<file path="config.mk">
export PLATFORM = sky130hd
export DESIGN_NAME = pipe_stage_reg_flat
export DESIGN_NICKNAME = d
export VERILOG_FILES = /design/src/rtl/pipe_stage_reg_pkg.sv /design/src/rtl/pipe_stage_reg_if.sv /design/src/rtl/pipe_stage_reg_cell.sv /design/src/rtl/pipe_stage_reg.sv /design/src/flat_wrapper.sv
export SDC_FILE = /design/constraint.sdc
export NUM_CORES = 1
export LEC_CHECK = 0
export ABC_AREA = 1
export BUFFER_PORTS_ARGS = -buffer_cell sky130_fd_sc_hd__buf_2
export CAP_MARGIN = 15
export CORE_AREA = 2 2 117 119
export CTS_CLUSTER_SIZE = 10
export DETAILED_ROUTE_END_ITERATION = 8
export DIE_AREA = 0 0 119 121
export PLACE_DENSITY = 0.82
export SLEW_MARGIN = 20
export SYNTH_ARGS = -nofsm -noshare
export SYNTH_HDL_FRONTEND = slang
export SYNTH_HIERARCHICAL = 1
export SYNTH_SLANG_ARGS = --single-unit
</file>
<file path="constraint.sdc">
create_clock -name Clk -period 9.7 [get_ports Clk]
set_input_delay 0.97 -clock Clk [delete_from_list [all_inputs] [get_ports Clk]]
set_output_delay 0.97 -clock Clk [all_outputs]
set_load 0.01 [all_outputs]
</file>
<file path="src/rtl/pipe_stage_reg_pkg.sv">
// Shared constants and types for the parametrised inter-stage pipeline register.
package pipe_pkg;

    // Deepest chain a single boundary instance may build.
    localparam int STAGES_MAX = 4;

    // Occupancy counter width: room for every slice plus the optional skid entry.
    function automatic int occ_width(input int stages);
        return $clog2(stages + 2);
    endfunction

    // What a slice does on the coming edge.
    typedef enum logic [1:0] {
        SLICE_HOLD   = 2'd0,
        SLICE_LOAD   = 2'd1,
        SLICE_BUBBLE = 2'd2,
        SLICE_CLEAR  = 2'd3
    } slice_op_e;

endpackage

</file>
<file path="src/rtl/pipe_stage_reg_if.sv">
// Handshake/payload bundle for one pipeline boundary.
//
// Handshake: an input transfer happens on a rising edge where InValid and
// InReady are both 1; an output transfer happens where OutValid and OutReady
// are both 1. Stall and Flush are side controls from the hazard unit.
interface pipe_stage_reg_if #(
    parameter int CTRL_W = 16,
    parameter int DATA_W = 128,
    parameter int STAGES = 1
);
    localparam int OCC_W = pipe_pkg::occ_width(STAGES);

    logic              InValid;
    logic              InReady;
    logic [CTRL_W-1:0] InCtrl;
    logic [DATA_W-1:0] InData;
    logic              Stall;
    logic              Flush;
    logic              OutValid;
    logic              OutReady;
    logic [CTRL_W-1:0] OutCtrl;
    logic [DATA_W-1:0] OutData;
    logic [OCC_W-1:0]  Occupancy;

    // The pipeline register itself.
    modport slave (
        input  InValid, InCtrl, InData, Stall, Flush, OutReady,
        output InReady, OutValid, OutCtrl, OutData, Occupancy
    );

    // The surrounding stages and hazard unit.
    modport master (
        output InValid, InCtrl, InData, Stall, Flush, OutReady,
        input  InReady, OutValid, OutCtrl, OutData, Occupancy
    );
endinterface

</file>
<file path="src/rtl/pipe_stage_reg_cell.sv">
// One register slice: loads a payload, turns into a bubble, or is squashed.
// Control bits are zeroed whenever the slice goes empty; data is kept.
module pipe_stage_cell
    import pipe_pkg::*;
#(
    parameter int CTRL_W = 16,
    parameter int DATA_W = 128
) (
    input  logic              Clk,
    input  logic              Reset,
    input  logic              Load,
    input  logic              Flush,
    input  logic              SrcValid,
    input  logic [CTRL_W-1:0] SrcCtrl,
    input  logic [DATA_W-1:0] SrcData,
    output logic              Valid,
    output logic [CTRL_W-1:0] Ctrl,
    output logic [DATA_W-1:0] Data
);
    typedef struct packed {
        logic              valid;
        logic [CTRL_W-1:0] ctrl;
        logic [DATA_W-1:0] data;
    } slice_t;

    slice_t    slice_q;
    slice_op_e op;

    // Pick this edge's action; Flush outranks everything.
    always_comb begin
        op = SLICE_HOLD;
        if (Flush) begin
            op = SLICE_CLEAR;
        end else if (Load) begin
            op = SrcValid ? SLICE_LOAD : SLICE_BUBBLE;
        end
    end

    // Slice storage.
    always_ff @(posedge Clk or posedge Reset) begin
        if (Reset) begin
            slice_q <= '0;
        end else begin
            case (op)
                SLICE_LOAD: begin
                    slice_q.valid <= 1'b1;
                    slice_q.ctrl  <= SrcCtrl;
                    slice_q.data  <= SrcData;
                end
                SLICE_BUBBLE, SLICE_CLEAR: begin
                    slice_q.valid <= 1'b0;
                    slice_q.ctrl  <= '0;
                end
                default: ;
            endcase
        end
    end

    assign Valid = slice_q.valid;
    assign Ctrl  = slice_q.ctrl;
    assign Data  = slice_q.data;
endmodule

</file>
<file path="src/rtl/pipe_stage_reg.sv">
// Parametrised inter-stage pipeline register: STAGES chained slices with
// valid/ready back-pressure, hazard Stall and branch/exception Flush.
// Optional feature macro: PIPE_STAGE_REG_SKID_EN (one-entry skid buffer ahead
// of slice 0, InReady driven from a flop).
module pipe_stage_reg
    import pipe_pkg::*;
#(
    parameter int CTRL_W = 16,
    parameter int DATA_W = 128,
    parameter int STAGES = 1
) (
    input logic              Clk,
    input logic              Reset,
    pipe_stage_reg_if.slave  bus
);
    localparam int OCC_W = occ_width(STAGES);

    if (STAGES < 1 || STAGES > STAGES_MAX) begin : g_bad_stages
        $error("pipe_stage_reg: STAGES must be in 1..4");
    end

    logic [STAGES-1:0] vld;
    logic [STAGES-1:0] adv;
    logic [STAGES-1:0] load;
    logic [CTRL_W-1:0] ctrl_a [STAGES];
    logic [DATA_W-1:0] data_a [STAGES];
    logic [STAGES-1:0] src_v;
    logic [CTRL_W-1:0] src_c [STAGES];
    logic [DATA_W-1:0] src_d [STAGES];
    logic              out_adv;
    logic              in_xfer;
    logic              out_xfer;
    logic              src0_valid;
    logic [CTRL_W-1:0] src0_ctrl;
    logic [DATA_W-1:0] src0_data;
    logic [OCC_W-1:0]  occ_q;

    assign out_adv = bus.OutReady & ~bus.Stall;

    // Ready chain from the output back: a slice may move if it or anything after it has a hole.
    always_comb begin
        logic a;
        a = out_adv;
        for (int i = STAGES - 1; i >= 0; i--) begin
            a      = a | ~vld[i];
            adv[i] = a;
        end
    end

    // Stall freezes every slice, even empty ones.
    assign load = adv & {STAGES{~bus.Stall}};

    assign bus.OutValid = vld[STAGES-1] & ~bus.Stall & ~bus.Flush;
    assign bus.OutCtrl  = ctrl_a[STAGES-1];
    assign bus.OutData  = data_a[STAGES-1];
    assign out_xfer     = bus.OutValid & bus.OutReady;
    assign in_xfer      = bus.InValid & bus.InReady;

`ifdef PIPE_STAGE_REG_SKID_EN
    logic              skid_v;
    logic              in_ready_q;
    logic [CTRL_W-1:0] skid_ctrl;
    logic [DATA_W-1:0] skid_data;

    assign bus.InReady = in_ready_q & ~bus.Stall & ~bus.Flush;
    assign src0_valid  = skid_v | in_xfer;
    assign src0_ctrl   = skid_v ? skid_ctrl : bus.InCtrl;
    assign src0_data   = skid_v ? skid_data : bus.InData;

    // Skid entry: catches an accepted payload slice 0 cannot take, drains first.
    always_ff @(posedge Clk or posedge Reset) begin
        if (Reset) begin
            skid_v     <= 1'b0;
            skid_ctrl  <= '0;
            skid_data  <= '0;
            in_ready_q <= 1'b0;
        end else if (bus.Flush) begin
            skid_v     <= 1'b0;
            skid_ctrl  <= '0;
            in_ready_q <= 1'b1;
        end else if (skid_v) begin
            if (load[0]) begin
                skid_v     <= 1'b0;
                skid_ctrl  <= '0;
                in_ready_q <= 1'b1;
            end
        end else begin
            in_ready_q <= 1'b1;
            if (in_xfer && !load[0]) begin
                skid_v     <= 1'b1;
                skid_ctrl  <= bus.InCtrl;
                skid_data  <= bus.InData;
                in_ready_q <= 1'b0;
            end
        end
    end
`else
    logic rst_done_q;

    // Keeps InReady low until the first edge after reset release.
    always_ff @(posedge Clk or posedge Reset) begin
        if (Reset) rst_done_q <= 1'b0;
        else       rst_done_q <= 1'b1;
    end

    assign bus.InReady = rst_done_q & adv[0] & ~bus.Stall & ~bus.Flush;
    assign src0_valid  = in_xfer;
    assign src0_ctrl   = bus.InCtrl;
    assign src0_data   = bus.InData;
`endif

    // Each slice is fed by its predecessor; slice 0 by the input side.
    always_comb begin
        src_v[0] = src0_valid;
        src_c[0] = src0_ctrl;
        src_d[0] = src0_data;
        for (int i = 1; i < STAGES; i++) begin
            src_v[i] = vld[i-1];
            src_c[i] = ctrl_a[i-1];
            src_d[i] = data_a[i-1];
        end
    end

    for (genvar g = 0; g < STAGES; g++) begin : g_slice
        pipe_stage_cell #(
            .CTRL_W (CTRL_W),
            .DATA_W (DATA_W)
        ) u_cell (
            .Clk      (Clk),
            .Reset    (Reset),
            .Load     (load[g]),
            .Flush    (bus.Flush),
            .SrcValid (src_v[g]),
            .SrcCtrl  (src_c[g]),
            .SrcData  (src_d[g]),
            .Valid    (vld[g]),
            .Ctrl     (ctrl_a[g]),
            .Data     (data_a[g])
        );
    end

    // Live-entry count follows the transfers on both ends.
    always_ff @(posedge Clk or posedge Reset) begin
        if (Reset) begin
            occ_q <= '0;
        end else if (bus.Flush) begin
            occ_q <= '0;
        end else if (in_xfer && !out_xfer) begin
            occ_q <= occ_q + OCC_W'(1);
        end else if (out_xfer && !in_xfer) begin
            occ_q <= occ_q - OCC_W'(1);
        end
    end

    assign bus.Occupancy = occ_q;
endmodule
</file>
<file path="src/flat_wrapper.sv">
// flat-port wrapper written by rule: the top's interface ports become plain ports
module pipe_stage_reg_flat import pipe_pkg::*;
#(
    parameter int CTRL_W = 16,
    parameter int DATA_W = 128,
    parameter int STAGES = 1
)
  (Clk, Reset, bus_InValid, bus_InCtrl, bus_InData, bus_Stall, bus_Flush, bus_OutReady, bus_InReady, bus_OutValid, bus_OutCtrl, bus_OutData, bus_Occupancy);
  pipe_stage_reg_if #(.CTRL_W(CTRL_W), .DATA_W(DATA_W), .STAGES(STAGES)) bus_i ();
  input logic Clk;
  input logic Reset;
  input wire logic [$bits(bus_i.InValid)-1:0] bus_InValid;
  input wire logic [$bits(bus_i.InCtrl)-1:0] bus_InCtrl;
  input wire logic [$bits(bus_i.InData)-1:0] bus_InData;
  input wire logic [$bits(bus_i.Stall)-1:0] bus_Stall;
  input wire logic [$bits(bus_i.Flush)-1:0] bus_Flush;
  input wire logic [$bits(bus_i.OutReady)-1:0] bus_OutReady;
  output wire logic [$bits(bus_i.InReady)-1:0] bus_InReady;
  output wire logic [$bits(bus_i.OutValid)-1:0] bus_OutValid;
  output wire logic [$bits(bus_i.OutCtrl)-1:0] bus_OutCtrl;
  output wire logic [$bits(bus_i.OutData)-1:0] bus_OutData;
  output wire logic [$bits(bus_i.Occupancy)-1:0] bus_Occupancy;
  assign bus_i.InValid = bus_InValid;
  assign bus_i.InCtrl = bus_InCtrl;
  assign bus_i.InData = bus_InData;
  assign bus_i.Stall = bus_Stall;
  assign bus_i.Flush = bus_Flush;
  assign bus_i.OutReady = bus_OutReady;
  assign bus_InReady = bus_i.InReady;
  assign bus_OutValid = bus_i.OutValid;
  assign bus_OutCtrl = bus_i.OutCtrl;
  assign bus_OutData = bus_i.OutData;
  assign bus_Occupancy = bus_i.Occupancy;
  pipe_stage_reg #(.CTRL_W(CTRL_W), .DATA_W(DATA_W), .STAGES(STAGES)) u_core (.Clk(Clk), .Reset(Reset), .bus(bus_i));
endmodule
</file>
==> impl_results.md <==
- Die height: 121 um
- GP Congestion: 0.841
- Worst-Margin Slew: 1.02 ns
- Drt via density: 4.96
- Core area: 13100 sq um
- IO buf count: 297
- Critical path's slowest cell: inv_4
- Layout cells sized above 1: 0.358
- Ys async rst share: 1.00
- WP data arrival: 3.79 ns
- Worst Setup End Kind: flop
- Top cells by area, synth: dfrtp_1 (61%), nand2_1 (17%), nand3_1 (12%)
- Max Root-Sink Buffers: 2
- Main synth FF type: dfrtp_1
- Vias in the first global route: 5301
- Cell mode on critical path: nand2_1
- Post-detailed-route count of antenna-violating nets: 0
- Tmin final: 3.49 ns
- Cells after Synth: 669
- Critical path class: in2reg
- Fin crit share: 0.360
- Final hold slack: 0.460 ns
- DRT iter0 DRCs: 469
- Global-route wire length before repair: 26.0 mm
- GRT Total Usage: 0.229
- VDD IR max: 0.0000974 V
- Fmax: 0.286 GHz
- I/O Pins: 298
- Largest net degree at the start of global routing: 100
- Cts repair resizes: 0
- Max-Cap Viols: 0
- Router iterations before antenna repair: 5
- Final Core Density: 0.616
- Worst-Skew Late Latency: 0.41 ns
- Synth Register Bits: 148
- Hold Vio Cnt, Final: 0
- EDFF count, synth: 0
- Internal power: 1.21 mW
- Initial Util: 0.466
- Comb power frac: 0.187
- Initial antenna violation count: 0
- Slew Limit Fails: 0
- Num CTS Buffers: 17
- Synth cell types: 17
- Leak Pwr: 4.87 nW
- Crit path cell chain: buf_2 > nor2_4 > nand4_1 > inv_1 > nand2_2 > inv_4 > nand2_4 > buf_4 > nand2_1 > nand2_1
- Synth top area share: 0.608
- Syn Nets: 819
- Synth Cell Area: 6090 sq um
- PD cells: 211 nW/um^2
- Switching Fraction: 0.289
- Switch Pwr: 492 uW
- # DRC: 0
- DIE WIDTH: 119 um
- Die ar.: 14400 sq um
- CTS root buffer: clkbuf_16
- Clk sinks: 148
- Max Clock Skew: 0.00818 ns
- Synth area leader: dfrtp_1
- Worst min path class: in2async
- Highest fanout seen on the critical path: 77
- Post-CTS Setup Repair Bufs: 0
- DP Area: 7500 sq um
- DR vias: 5602
- Routed wire length: 16.2 mm
- Clk slew on worst S/H paths: 0.06 ns
- CTS Hold Buffers Added: 0
- Avg Cell Area, Syn: 9.11 sq um
- Num rows: 42
- Critical Path Start: bus_Flush
- Seq pwr share: 0.456
- P&R area growth vs syn: 32.2%
- Number of H-tree levels: 4
- Crit path required time: 10.00 ns
- Synth warnings: 6
- Startpoint types: input pin
- WL per Instance: 14.4 um
- RSZ-0062 raised after global routing: no
- Nets: 1091
- CP max stage delay: 0.63 ns
- Grt total ovfl: 0
- Sum Neg Setup Slack: 0 ns
- Outcome: completed
- Relative slew slack: 0.318
- Clk pwr share: 0.358
- Inserted Diodes: 0
- FF-to-FF Start: u_core/g_slice[0].u_cell/Valid
- Design Area, Final: 8060 sq um
- Most frequent cells after synthesis: nand2_1 (281), dfrtp_1 (148), nand3_1 (147), nand4_1 (20), buf_6 (18)
- Sequential element share of the synthesized area: 0.608
- CTS tree: built
- Most common cell in the netlist: nand2_1
- Final HPWL DP: 11.0 mm
- Final setup viols: 0
-- worst paths after layout --
kind                                                          end  slack (ns)  cells after the start
worst max register to register  u_core/g_slice[0].u_cell/Data[76]        6.54                      9
worst min-delay path                      u_core/bus.Occupancy[0]        0.46                      2
max in group asynchronous        u_core/g_slice[0].u_cell/Ctrl[9]        7.93                      3
min in group Clk                 u_core/g_slice[0].u_cell/Data[3]        0.46                      2
worst min register to register   u_core/g_slice[0].u_cell/Data[3]        0.46                      2
worst max-delay path            u_core/g_slice[0].u_cell/Data[76]        6.21                     10
-- cells by family after synthesis --
family,count (synthesis),synth area share
flip-flops,148,0.608
AND/OR/NAND/NOR,458,0.326
XOR/XNOR,1,0.00144
buffers and inverters,61,0.0645
other,1,0.000615
-- metal layers --
layer	routed length [um]	GRT usage	vias to the layer above
met5	0	0	-
met4	422	0.100	0
met3	1380	0.0738	33
met2	7900	0.365	248
met1	6520	0.287	2621
li1	-	-	2700
-- per-stage QoR --
stage	std cells	setup slack, ns	power, mW
final	1130	6.21	1.70
after global routing	1130	5.97	1.80
after CTS	1130	6.25	1.72
after detailed placement	1098	5.80	1.10
after global placement	1098	5.87	1.09
after floorplan	669	4.84	0.936
-- worst max-delay path, delay by kind of cell --
family,cells,cell delay (ns)
and+or+nand+nor,6,1.30
buffers and inverters,4,1.41
-- registers in the layout (all words and copies together) (netlist names) --
name and cells:
u_core/bus.Occupancy 2, u_core/g_slice.u_cell/Ctrl 16, u_core/g_slice.u_cell/Data 128, u_core/g_slice.u_cell/Valid 1, u_core/rst_done_q 1
-- cell type report --
type | count | area, sq um
fill | 1117 | 5030
sequential | 148 | 3700
multi-input combinational | 460 | 2000
timing repair buffer | 301 | 1520
clock buffer | 20 | 447
tap | 176 | 220
clock inverter | 12 | 105
inverter | 13 | 58.8
-- power by group through the flow --
| stage | sequential [mW] | combinational (mW) | clock (mW) |
|---|---|---|---|
| after global routing | 0.787 | 0.356 | 0.656 |
| after detailed placement | 0.782 | 0.322 | 0 |
| final | 0.775 | 0.317 | 0.608 |
| after CTS | 0.775 | 0.321 | 0.623 |
| after floorplan | 0.830 | 0.106 | 0 |
| after global placement | 0.781 | 0.314 | 0 |
-- placed cells by master (no fill, tap or decap), types with 4 or more instances in the layout --
cell | netlist | final
clkinv_2 | 0 | 4
clkinvlp_4 | 0 | 5
dfrtp_1 | 148 | 148
clkbuf_16 | 0 | 17
nand3_1 | 147 | 147
buf_2 | 17 | 297
nand2_1 | 281 | 281
nand4_1 | 20 | 20
inv_1 | 10 | 9
(Power assumes the default switching activity.)
